**config.mk**
```make
export PLATFORM = sky130hd
export DESIGN_NAME = id_ex_stage
export DESIGN_NICKNAME = d
export VERILOG_FILES = /design/src/rtl/mips_pkg.sv /design/src/rtl/load_use_detect.sv /design/src/rtl/id_ex_stage.sv
export SDC_FILE = /design/constraint.sdc
export NUM_CORES = 1
export LEC_CHECK = 0
export CAP_MARGIN = 20
export CORE_ASPECT_RATIO = 0.6
export CORE_MARGIN = 2
export CORE_UTILIZATION = 40
export DETAILED_ROUTE_END_ITERATION = 10
export HOLD_SLACK_MARGIN = 0.08
export PLACE_DENSITY = 0.8
export SYNTH_ARGS = -nofsm -noshare
export SYNTH_HDL_FRONTEND = slang
export SYNTH_SLANG_ARGS = --single-unit
export TNS_END_PERCENT = 50
```
**constraint.sdc**
```tcl
create_clock -name clk -period 7.2 [get_ports clk]
set_clock_uncertainty 0.1 [all_clocks]
set_input_delay 0.72 -clock clk [delete_from_list [all_inputs] [get_ports clk]]
set_output_delay 0.72 -clock clk [all_outputs]
set_load 0.05 [all_outputs]
```
**src/rtl/mips_pkg.sv**
```systemverilog
// Shared widths and control-bundle field positions for the
// MIPS-style pipeline stages.
package mips_pkg;

   localparam int XLEN    = 32;
   localparam int REG_W   = 5;
   localparam int ALUOP_W = 7;
   localparam int CTRL_W  = 5 + ALUOP_W;

   // Control bundle layout, MSB first.
   localparam int CTRL_REGWRITE = 11;
   localparam int CTRL_MEMREAD  = 10;
   localparam int CTRL_MEMWRITE = 9;
   localparam int CTRL_MEMTOREG = 8;
   localparam int CTRL_ALUSRC   = 7;
   localparam int CTRL_ALUOP_LO = 0;

   typedef logic [REG_W-1:0] reg_addr_t;

endpackage

```
**src/rtl/load_use_detect.sv**
```systemverilog
// Combinational load-use hazard compare between the load in EX
// and the source operands of the instruction in ID.
module load_use_detect
   import mips_pkg::*;
(
   input  logic      i_valid_ex,
   input  logic      i_memread_ex,
   input  reg_addr_t i_wtaddr_ex,
   input  logic      i_valid_id,
   input  logic      i_uses_rs,
   input  logic      i_uses_rt,
   input  reg_addr_t i_rs_id,
   input  reg_addr_t i_rt_id,
   output logic      o_load_use
);

   logic w_ld_live;
   logic w_rs_hit;
   logic w_rt_hit;

   // $zero is never a real destination, so it can't create a hazard
   assign w_ld_live = i_valid_ex & i_memread_ex
                    & (i_wtaddr_ex != '0) & i_valid_id;
   assign w_rs_hit  = i_uses_rs & (i_rs_id == i_wtaddr_ex);
   assign w_rt_hit  = i_uses_rt & (i_rt_id == i_wtaddr_ex);

   assign o_load_use = w_ld_live & (w_rs_hit | w_rt_hit);

endmodule

```
**src/rtl/id_ex_stage.sv**
```systemverilog
// ID/EX pipeline register with load-use bubble insertion,
// branch flush and memory-wait stall handling.
module id_ex_stage #(
   parameter int CTRL_W = mips_pkg::CTRL_W,
   parameter int CNT_W  = 16
) (
   input  logic              clk,
   input  logic              rst,
   input  logic              Valid_ID,
   input  logic [CTRL_W-1:0] Ctrl_ID,
   input  logic              UsesRs_ID,
   input  logic              UsesRt_ID,
   input  logic [4:0]        Rs_ID,
   input  logic [4:0]        Rt_ID,
   input  logic [4:0]        RegWtaddr_ID,
   input  logic [31:0]       RegRdout1_ID,
   input  logic [31:0]       RegRdout2_ID,
   input  logic [31:0]       Imm_ID,
   input  logic [31:0]       PC_ID,
   input  logic              Flush_EX,
   input  logic              Stall_MEM,
   output logic              Valid_EX,
   output logic [CTRL_W-1:0] Ctrl_EX,
   output logic [4:0]        Rs_EX,
   output logic [4:0]        Rt_EX,
   output logic [4:0]        RegWtaddr_EX,
   output logic [31:0]       RegRdout1_EX,
   output logic [31:0]       RegRdout2_EX,
   output logic [31:0]       Imm_EX,
   output logic [31:0]       PC_EX,
   output logic              Stall_IF_ID,
   output logic [CNT_W-1:0]  BubbleCnt
);

   logic              r_valid;
   logic [CTRL_W-1:0] r_ctrl;
   logic [4:0]        r_rs;
   logic [4:0]        r_rt;
   logic [4:0]        r_wa;
   logic [31:0]       r_d1;
   logic [31:0]       r_d2;
   logic [31:0]       r_imm;
   logic [31:0]       r_pc;
   logic              r_flush_pend;
   logic [CNT_W-1:0]  r_bub_cnt;

   logic w_load_use;
   logic w_flush;
   logic w_cnt_max;

   load_use_detect u_lud (
      .i_valid_ex   (r_valid),
      .i_memread_ex (r_ctrl[mips_pkg::CTRL_MEMREAD]),
      .i_wtaddr_ex  (r_wa),
      .i_valid_id   (Valid_ID),
      .i_uses_rs    (UsesRs_ID),
      .i_uses_rt    (UsesRt_ID),
      .i_rs_id      (Rs_ID),
      .i_rt_id      (Rt_ID),
      .o_load_use   (w_load_use)
   );

   assign w_flush   = Flush_EX | r_flush_pend;
   assign w_cnt_max = &r_bub_cnt;

   // A flush kills the dependent instruction, so no hold is needed
   assign Stall_IF_ID = Stall_MEM | (w_load_use & ~w_flush);

   always_ff @(posedge clk or posedge rst) begin
      if (rst) begin
         r_valid      <= 1'b0;
         r_ctrl       <= '0;
         r_rs         <= '0;
         r_rt         <= '0;
         r_wa         <= '0;
         r_d1         <= '0;
         r_d2         <= '0;
         r_imm        <= '0;
         r_pc         <= '0;
         r_flush_pend <= 1'b0;
         r_bub_cnt    <= '0;
      end else if (Stall_MEM) begin
         if (Flush_EX)
            r_flush_pend <= 1'b1;
      end else if (w_flush) begin
         r_valid      <= 1'b0;
         r_ctrl       <= '0;
         r_rs         <= '0;
         r_rt         <= '0;
         r_wa         <= '0;
         r_flush_pend <= 1'b0;
      end else if (w_load_use) begin
         r_valid <= 1'b0;
         r_ctrl  <= '0;
         r_rs    <= '0;
         r_rt    <= '0;
         r_wa    <= '0;
         if (!w_cnt_max)
            r_bub_cnt <= r_bub_cnt + CNT_W'(1);
      end else begin
         r_valid <= Valid_ID;
         r_ctrl  <= Valid_ID ? Ctrl_ID : '0;
         r_rs    <= Rs_ID;
         r_rt    <= Rt_ID;
         r_wa    <= RegWtaddr_ID;
         r_d1    <= RegRdout1_ID;
         r_d2    <= RegRdout2_ID;
         r_imm   <= Imm_ID;
         r_pc    <= PC_ID;
      end
   end

   assign Valid_EX     = r_valid;
   assign Ctrl_EX      = r_ctrl;
   assign Rs_EX        = r_rs;
   assign Rt_EX        = r_rt;
   assign RegWtaddr_EX = r_wa;
   assign RegRdout1_EX = r_d1;
   assign RegRdout2_EX = r_d2;
   assign Imm_EX       = r_imm;
   assign PC_EX        = r_pc;
   assign BubbleCnt    = r_bub_cnt;

endmodule
```
==> flow_summary.ini, run 1 <==
[sta]
min_period_over_period_pct = 55.5
finalSetupViolations = 0
max_freq_mhz = 250
holdWs_ns = 0.383
tns_ns = 0
rsz0062_at_grt = false
relSlewSlack_pct = 26.2
hold_violations = 0
max_slew.worst_pin.slew_ns = 1.11
drv_slew = 0
period_needed_ns = 3.99

[setup_path]
cp_top_family = buffers and inverters
crit_top_cell = clkdlybuf4s50_1
ff2ff_path_depth = 5
path_cells = clkdlybuf4s50_1 -> and3_1 -> o21a_1 -> a31o_2 -> clkdlybuf4s50_1
r2r-end = RegRdout1_EX[2]$_DFFE_PP0P_
worst-path-stages = 5
regToRegStartpoint = RegWtaddr_EX[0]$_DFFE_PP0N_
cpPeakStageDelay_ns = 0.80
end_kind = output pin
crit_required_ns = 6.38
startpoint_type = primary input
critPathBufInv = 2
rrSetupSlack_ns = 4.07
arrival_ns = 3.17
cp-startpoint = Valid_ID
crit_type = primary input to output pin
cp_max_fo = 14
worstSetupEndpoint = Stall_IF_ID
cp_slowest_cell = clkdlybuf4s50_1

[drt]
vias_per_cell = 4.90
drt-total-wl_um = 19000
firstDrtPassIters = 4
wl_per_cell_um = 18.7
drtAntennaViolNets = 0
dr_total_vias = 4986
drc = 0
drtIter0Drc = 243

[cells_and_area]
nets = 939
final_cell_mix = clkdlybuf4s50_1 (334), dfrtp_1 (173), mux2_1 (132)
layout_commonest_cell = clkdlybuf4s50_1
num-fill-cells = 1208
syn_to_final_growth_pct = 61.3
drive_gt1_share_pct = 4.82
final_area_sq_um = 10900
diodes = 0

[floorplanning]
ios = 335
dieHeight_um = 105
core_area_sq_um = 16400
die_w_um = 172
start_util_pct = 41.4
die_area_sq_um = 18000
rows = 36

[placed_design]
dp_hpwl_um = 14100
placed_cell_area_sq_um = 10300
io_buffers = 334
globalplace.congestion = 0.874

[run_status]
status = finished clean

[clocking]
ctsHoldBuffers = 0
postCtsResizedCells = 0
clk_latency_ns = 0.42
clockRootBuffer = clkbuf_16
clock_sinks = 173
cts_tree = done
clock_path_buffers = 2
post_cts_buffers = 0
path_clk_slew_ns = 0.07
cts_made_buffers = 17
cts.htree.levels = 4

[synth]
synthTopCellsByArea = dfrtp_1 (64%), mux2_1 (22%), a22o_1 (2.1%), a32o_1 (1.8%), buf_4 (1.6%)
synth_edf_count = 0
yosysSeqAreaShare_pct = 63.8
avgSynthCellArea_sq_um = 15.3
ys_types = 31
synthCells = 442
ys_warn_count = 0
synthArstFlopShare_pct = 100
syn_nets = 605
synth_seq_cells = 173
synth_area_sq_um = 6780
synth.largest_area_cell = dfrtp_1
synth_ff_type = dfrtp_1
synth_top_area_share_pct = 63.8

[power_and_ir_drop]
vdd.ir_drop.worst_mv = 0.163
power.leakage_nw = 4.55
p_per_area_nw_per_um2 = 295

[global_routing]
grt_max_degree = 96
grt.overflow.total = 0
grt_pass1_wl_um = 29600
track_usage_pct = 21.5
antenna_found_initial = 0
first_global_vias = 5379

[flow_run]
maxCapViolCount = 0

[hold_path]
hold_class = flip-flop to flip-flop
[Yosys cell counts (all sizes together) (2+ instances only)]
library cell and n:
dfrtp 173, xnor2 11, clkbuf 6, xor2 11, nand4 9, a32o 12, or4 2, or3 3
nor3 10, nand2 6, buf 18, and3 3, a22o 16, nor4 4, o21ai 2, nand3 9
nor2 5, mux2 132
[state kept, by name, indices dropped and copies added (netlist names)]
signal / flops
RegRdout2_EX: 32
Rt_EX: 5
RegRdout1_EX: 32
Valid_EX: 1
Imm_EX: 32
PC_EX: 32
RegWtaddr_EX: 5
Ctrl_EX: 12
BubbleCnt: 16
Rs_EX: 5
r_flush_pend: 1
[how the worst min path moves through the flow]
stage                                              end  cells after the start  slack (ns)                    startpoint
after floorplan                Ctrl_EX[10]$_DFFE_PP0N_                      1        0.38       Ctrl_EX[10]$_DFFE_PP0N_
after global placement     RegRdout1_EX[3]$_DFFE_PP0P_                      1        0.37   RegRdout1_EX[3]$_DFFE_PP0P_
after detailed placement         Imm_EX[7]$_DFFE_PP0P_                      1        0.37         Imm_EX[7]$_DFFE_PP0P_
after CTS                 RegRdout1_EX[15]$_DFFE_PP0P_                      1        0.39  RegRdout1_EX[15]$_DFFE_PP0P_
after global routing             Imm_EX[4]$_DFFE_PP0P_                      1        0.40         Imm_EX[4]$_DFFE_PP0P_
final                            PC_EX[13]$_DFFE_PP0P_                      1        0.38         PC_EX[13]$_DFFE_PP0P_
[final cells by class]
type / instances / area (sq um) / share of cell area (%)
clock buffers: 21 / 460 / 4.21
repair buffers: 339 / 3420 / 31.3
clock inverters: 11 / 133 / 1.21
multi-input cells: 244 / 2300 / 21.0
well taps: 228 / 285 / 2.61
inverters: 1 / 8.76 / 0.0801
flip-flops and latches: 173 / 4330 / 39.6
[layer usage]
layer / track usage (%) / routed length [um] / up-vias
li1: - / - / 2282
met1: 24.7 / 7180 / 2427
met2: 37.2 / 9640 / 248
met3: 7.61 / 1860 / 29
met4: 7.26 / 341 / 0
met5: 0 / 0 / -
[through the flow]
step	utilization (%)	power (mW)	instances	setup WS, ns
2_1_floorplan	-	1.88	442	1.69
3_3_place_gp	62.8	2.30	983	3.22
3_5_place_dp	62.8	2.33	983	3.10
4_1_cts	66.4	3.25	1015	3.22
5_1_grt	66.7	3.36	1017	3.12
6_report	66.7	3.23	1017	3.21
[cell families (layout without fill, tap and decap cells)]
kind of cell               after synthesis  in the layout  share of synthesized area [%]
and+or+nand+nor                         54             54                           4.30
muxes                                  132            132                           21.9
AOI/OAI and AO/OA                       35             35                           4.58
buffers and inverters                   25            372                           2.32
xor gates and xnor gates                22             22                           2.84
DFF                                    173            173                           63.8
adders and majority gates                1              1                          0.185
[report_power, final]
group | internal, mW | leakage (nW) | switching [mW]
Clock | 0.534 | 0.285 | 0.385
Combinational | 0.410 | 2.15 | 0.700
Sequential | 1.12 | 2.12 | 0.0793
No activity file was read; power rests on OpenSTA's default activity.
==> run 2: changes to the inputs <==
CORE_UTILIZATION = 37   (was 40)
PLACE_DENSITY = 0.78   (was 0.8)
clock period = 3.6 ns   (was 7.2 ns; I/O delays follow)
==> run 2 against run 1 <==
Clock power is 97% higher. Die area is 7.8% higher. Register-to-register slack worse by 3.2 ns. Cell count is 1.4% higher. Combinational power is 100% higher. Global-route usage is 2.0 points lower. Critical endpoint unchanged.
==> flow_summary.ini, run 2 (synthesized netlist as in run 1, its figures left out) <==
[setup_path]
cp_max_fo = 11
crit_required_ns = 3.14
end_kind = output pin
startpoint_type = flip-flop
regToRegStartpoint = RegWtaddr_EX[0]$_DFFE_PP0N_
ff2ff_path_depth = 5
arrival_ns = 2.33
r2r-end = RegRdout2_EX[1]$_DFFE_PP0P_
rrSetupSlack_ns = 0.83
crit_type = flip-flop to output pin

[floorplanning]
rows = 38
core_area_sq_um = 18000
dieHeight_um = 109
ios = 335
die_w_um = 179
die_area_sq_um = 19500
start_util_pct = 37.6

[clocking]
cts_tree = done
clockRootBuffer = clkbuf_16
cts_made_buffers = 17
clk_latency_ns = 0.42
path_clk_slew_ns = 0.07
cts.htree.levels = 4
postCtsResizedCells = 0
clock_path_buffers = 2
clock_sinks = 173
ctsHoldBuffers = 0
post_cts_buffers = 0

[cells_and_area]
layout.cells.non_filler = 1031
layout_commonest_cell = clkdlybuf4s50_1
nets = 941
final_util_pct = 60.8
diodes = 0
final_cell_mix = clkdlybuf4s50_1 (333), dfrtp_1 (173), mux2_1 (132)
drive_gt1_share_pct = 5.44
syn_to_final_growth_pct = 61.6

[sta]
max_freq_mhz = 359
relSlewSlack_pct = 60.2
finalSetupViolations = 0
drv_slew = 0
max_slew.worst_pin.slew_ns = 0.594
layout_setup_ws_ns = 0.814
min_period_over_period_pct = 77.4
period_needed_ns = 2.79
rsz0062_at_grt = false
tns_ns = 0
hold_violations = 0

[global_routing]
grt_max_degree = 110
track_usage_pct = 19.4
antenna_found_initial = 0
grt_pass1_wl_um = 28900
grt.overflow.total = 0
first_global_vias = 5447

[power_and_ir_drop]
combPwrFrac_pct = 34.6
switching_share_pct = 37.2
pwr-share-clk_pct = 28.2
seqPwrFrac_pct = 37.2
p_per_area_nw_per_um2 = 587
power.leakage_nw = 4.56
p_switching_mw = 2.40
p_int_mw = 4.04
vdd.ir_drop.worst_mv = 0.304

[drt]
firstDrtPassIters = 4
vias_per_cell = 4.85
drt-total-wl_um = 19200
drtIter0Drc = 239
drtAntennaViolNets = 0
dr_total_vias = 5001
wl_per_cell_um = 18.7
drc = 0

[placed_design]
dp_hpwl_um = 14600
dpl_worst_slack_ns = 0.812
globalplace.congestion = 0.829
io_buffers = 334
dp_cells = 999

[hold_path]
hold_class = primary input to async pin

[run_status]
status = finished clean

[flow_run]
maxCapViolCount = 0
run 2: how the worst max path moves through the flow:
stage | to | cells past startpoint | from | slack, ns
floorplan | BubbleCnt[0]$_DFFE_PP0P_ | 1 | rst | 0.93
global placement | BubbleCnt[1]$_DFFE_PP0P_ | 6 | Rs_ID[4] | 0.88
detailed placement | BubbleCnt[1]$_DFFE_PP0P_ | 6 | Rs_ID[2] | 0.81
CTS | Stall_IF_ID | 4 | RegWtaddr_EX[0]$_DFFE_PP0N_ | 0.80
global route | Stall_IF_ID | 4 | RegWtaddr_EX[0]$_DFFE_PP0N_ | 0.71
finish | Stall_IF_ID | 4 | RegWtaddr_EX[0]$_DFFE_PP0N_ | 0.81
run 2: power groups by stage:
stage / clock [mW] / combinational (mW) / sequential [mW]
finish: 1.81 / 2.23 / 2.39
detailed placement: 0 / 2.25 / 2.43
floorplan: 0 / 0.305 / 3.45
global route: 1.94 / 2.32 / 2.43
CTS: 1.85 / 2.25 / 2.40
global placement: 0 / 2.22 / 2.41
run 2: critical path, stage by stage (launching register included):
cell     delay (ns)
dfrtp_1        0.46
or4_1          0.59
o21a_1         0.37
a31o_2         0.30
buf_4          0.19
run 2: layout make-up:
type / count / area [sq um]
multi-input cells: 244 / 2300
repair buffers: 341 / 3440
clock inverters: 15 / 153
well taps: 240 / 300
clock buffers: 17 / 425
fillers: 1389 / 7060
flip-flops and latches: 173 / 4330
inverters: 1 / 7.51
run 2: routing by layer:
layer / wire length (um) / GRT usage (%) / vias up
li1: - / - / 2284
met1: 7230 / 21.0 / 2496
met3: 2020 / 8.89 / 25
met4: 328 / 6.16 / 0
met2: 9670 / 34.3 / 196
met5: 0 / 0 / -
run 2: metrics by stage:
step | hold WS (ns) | cell area (sq um) | total power [mW]
2_1_floorplan | 0.381 | 6780 | 3.75
3_3_place_gp | 0.367 | 10400 | 4.62
3_5_place_dp | 0.375 | 10400 | 4.68
4_1_cts | 0.324 | 11000 | 6.50
5_1_grt | 0.343 | 11000 | 6.69
6_report | 0.308 | 11000 | 6.43
==> run 3: changes to the inputs <==
clock period = 2.3 ns   (was 3.6 ns; I/O delays follow)
==> run 3 against run 2 <==
The run now ends with setup timing left. Critical endpoint is now Imm_EX[30]$_DFFE_PP0P_. Highest routed layer unchanged. Utilization increased by 2.8 points. Register-to-register slack got worse by 0.95 ns. Die area unchanged. Cell count increased by 3.4%. Power increased by 58%. First-iteration DRC count decreased by 4.6%. Non-clock buffer count increased by 35. Sequential cell count unchanged.
==> flow_summary.ini, run 3 (synthesized netlist as in run 1, its figures left out) <==
[run_status]
status = finished, violations left
violations = setup timing

[clocking]
cts_tree = done
cts.htree.levels = 4
clk_latency_ns = 0.42
clockRootBuffer = clkbuf_16
ctsHoldBuffers = 0
clock_sinks = 173
clock_path_buffers = 2
path_clk_slew_ns = 0.07
cts_made_buffers = 17

[drt]
vias_per_cell = 4.89
drtAntennaViolNets = 0
drtIter0Drc = 228
firstDrtPassIters = 6
wl_per_cell_um = 19.1
drt-total-wl_um = 20400
dr_total_vias = 5214
drc = 0

[sta]
holdWs_ns = 0.190
drv_slew = 0
min_period_over_period_pct = 105
period_needed_ns = 2.42
max_freq_mhz = 413
finalSetupViolations = 129
max_slew.worst_pin.slew_ns = 0.582
relSlewSlack_pct = 61.1
rsz0062_at_grt = true
hold_violations = 0
layout_setup_ws_ns = -0.120

[placed_design]
dp_hpwl_um = 15400
io_buffers = 334
placed_cell_area_sq_um = 10700
dp_cells = 1031
globalplace.congestion = 0.878

[power_and_ir_drop]
p_switching_mw = 3.77
p_int_mw = 6.41
power.leakage_nw = 4.85
vdd.ir_drop.worst_mv = 0.499
p_per_area_nw_per_um2 = 888
pwr-share-clk_pct = 27.4
switching_share_pct = 37.0
combPwrFrac_pct = 35.8
seqPwrFrac_pct = 36.8
p_total_mw = 10.2

[setup_path]
path_cells = or4_4 -> o21a_1 -> buf_6 -> a21oi_4 -> buf_12 -> buf_16 -> mux2_1
cp_top_family = simple AND/OR/NAND/NOR gates
startpoint_type = flip-flop
cp_max_fo = 23
crit_required_ns = 2.50
critPathBufInv = 3
worst-path-stages = 7
end_kind = flip-flop
crit_type = flip-flop to flip-flop
cpPeakStageDelay_ns = 0.54
ff2ff_path_depth = 7
cp_slowest_cell = or4_4
arrival_ns = 2.62

[global_routing]
first_global_vias = 5819
grt_pass1_wl_um = 31200
grt.overflow.total = 0
track_usage_pct = 21.0
antenna_found_initial = 0
grt_max_degree = 99

[floorplanning]
rows = 38
dieHeight_um = 109
die_w_um = 179
die_area_sq_um = 19500
core_area_sq_um = 18000
ios = 335
start_util_pct = 37.6

[cells_and_area]
layout_commonest_cell = clkdlybuf4s50_1
final_util_pct = 63.6
final_cell_mix = clkdlybuf4s50_1 (333), dfrtp_1 (173), mux2_1 (113)
final_area_sq_um = 11500
nets = 976
drive_gt1_share_pct = 13.0
multi_input_area_sq_um = 2460
diodes = 0
num-fill-cells = 1334
layout.cells.non_filler = 1066
regArea_sq_um = 4330
syn_to_final_growth_pct = 69.0

[flow_run]
maxCapViolCount = 0

[hold_path]
hold_class = primary input to async pin
## run 3: cell count changes in the layout (fill, tap and decap cells not counted), sizes merged
cell,before,now
buf,8,43
clkbuf,17,18
clkinvlp,3,6
inv,8,4
## run 3: layer usage
| layer | global-route usage [%] | up-vias | share of wire, % |
|---|---|---|---|
| met5 | 0 | - | 0 |
| met4 | 6.50 | 0 | 1.6 |
| met3 | 7.46 | 27 | 9.3 |
| met2 | 36.0 | 221 | 49 |
| met1 | 24.8 | 2617 | 40 |
| li1 | - | 2349 | - |
## run 3: power groups by stage
stage	Combinational (mW)	Clock, mW	Sequential (mW)
after CTS	3.63	2.85	3.75
after global placement	3.53	0	3.76
final	3.64	2.79	3.74
after global routing	3.78	3.00	3.80
after detailed placement	3.58	0	3.80
after floorplan	0.478	0	5.40
## run 3: worst register-to-register path: stages (launching register included)
cell,delay [ns]
dfrtp_1,0.38
or4_4,0.54
o21a_1,0.24
buf_6,0.13
a21oi_4,0.18
buf_12,0.17
buf_16,0.19
mux2_1,0.35
## run 3: area by class of cell
| cell class | instances | share of cell area [%] |
|---|---|---|
| Inverter | 1 | 0.0655 |
| Tap cell | 240 | 2.62 |
| Multi-Input combinational cell | 244 | 21.5 |
| Clock buffer | 18 | 3.75 |
| Sequential cell | 173 | 37.8 |
| Timing Repair Buffer | 376 | 33.1 |
| Clock inverter | 14 | 1.18 |
## run 3: per-stage QoR
step | TNS [ns] | worst slack (ns)
3_3_place_gp | -4.60 | -0.0744
4_1_cts | -11.14 | -0.123
3_5_place_dp | -10.94 | -0.125
2_1_floorplan | -55.57 | -0.241
5_1_grt | -17.47 | -0.179
6_report | -9.71 | -0.120
## run 3: repair_timing
item	CTS	global route
endpoints found under the setup margin	96	135
pin swaps	4	5
gates resized for setup	13	25
setup buffers	4	2
endpoints found under the hold margin	0	0
## run 3: path summary, 6_finish.rpt
path	end	start	slack, ns
min in group clk	PC_EX[17]$_DFFE_PP0P_	PC_ID[17]	0.30
worst min register to register	RegRdout1_EX[10]$_DFFE_PP0P_	RegRdout1_EX[10]$_DFFE_PP0P_	0.39
worst max register to register	Imm_EX[30]$_DFFE_PP0P_	RegWtaddr_EX[0]$_DFFE_PP0N_	-0.12
worst min-delay path	RegRdout1_EX[7]$_DFFE_PP0P_	rst	0.19
worst max-delay path	Imm_EX[30]$_DFFE_PP0P_	RegWtaddr_EX[0]$_DFFE_PP0N_	-0.12
max in group asynchronous	Rs_EX[3]$_DFFE_PP0N_	rst	1.41
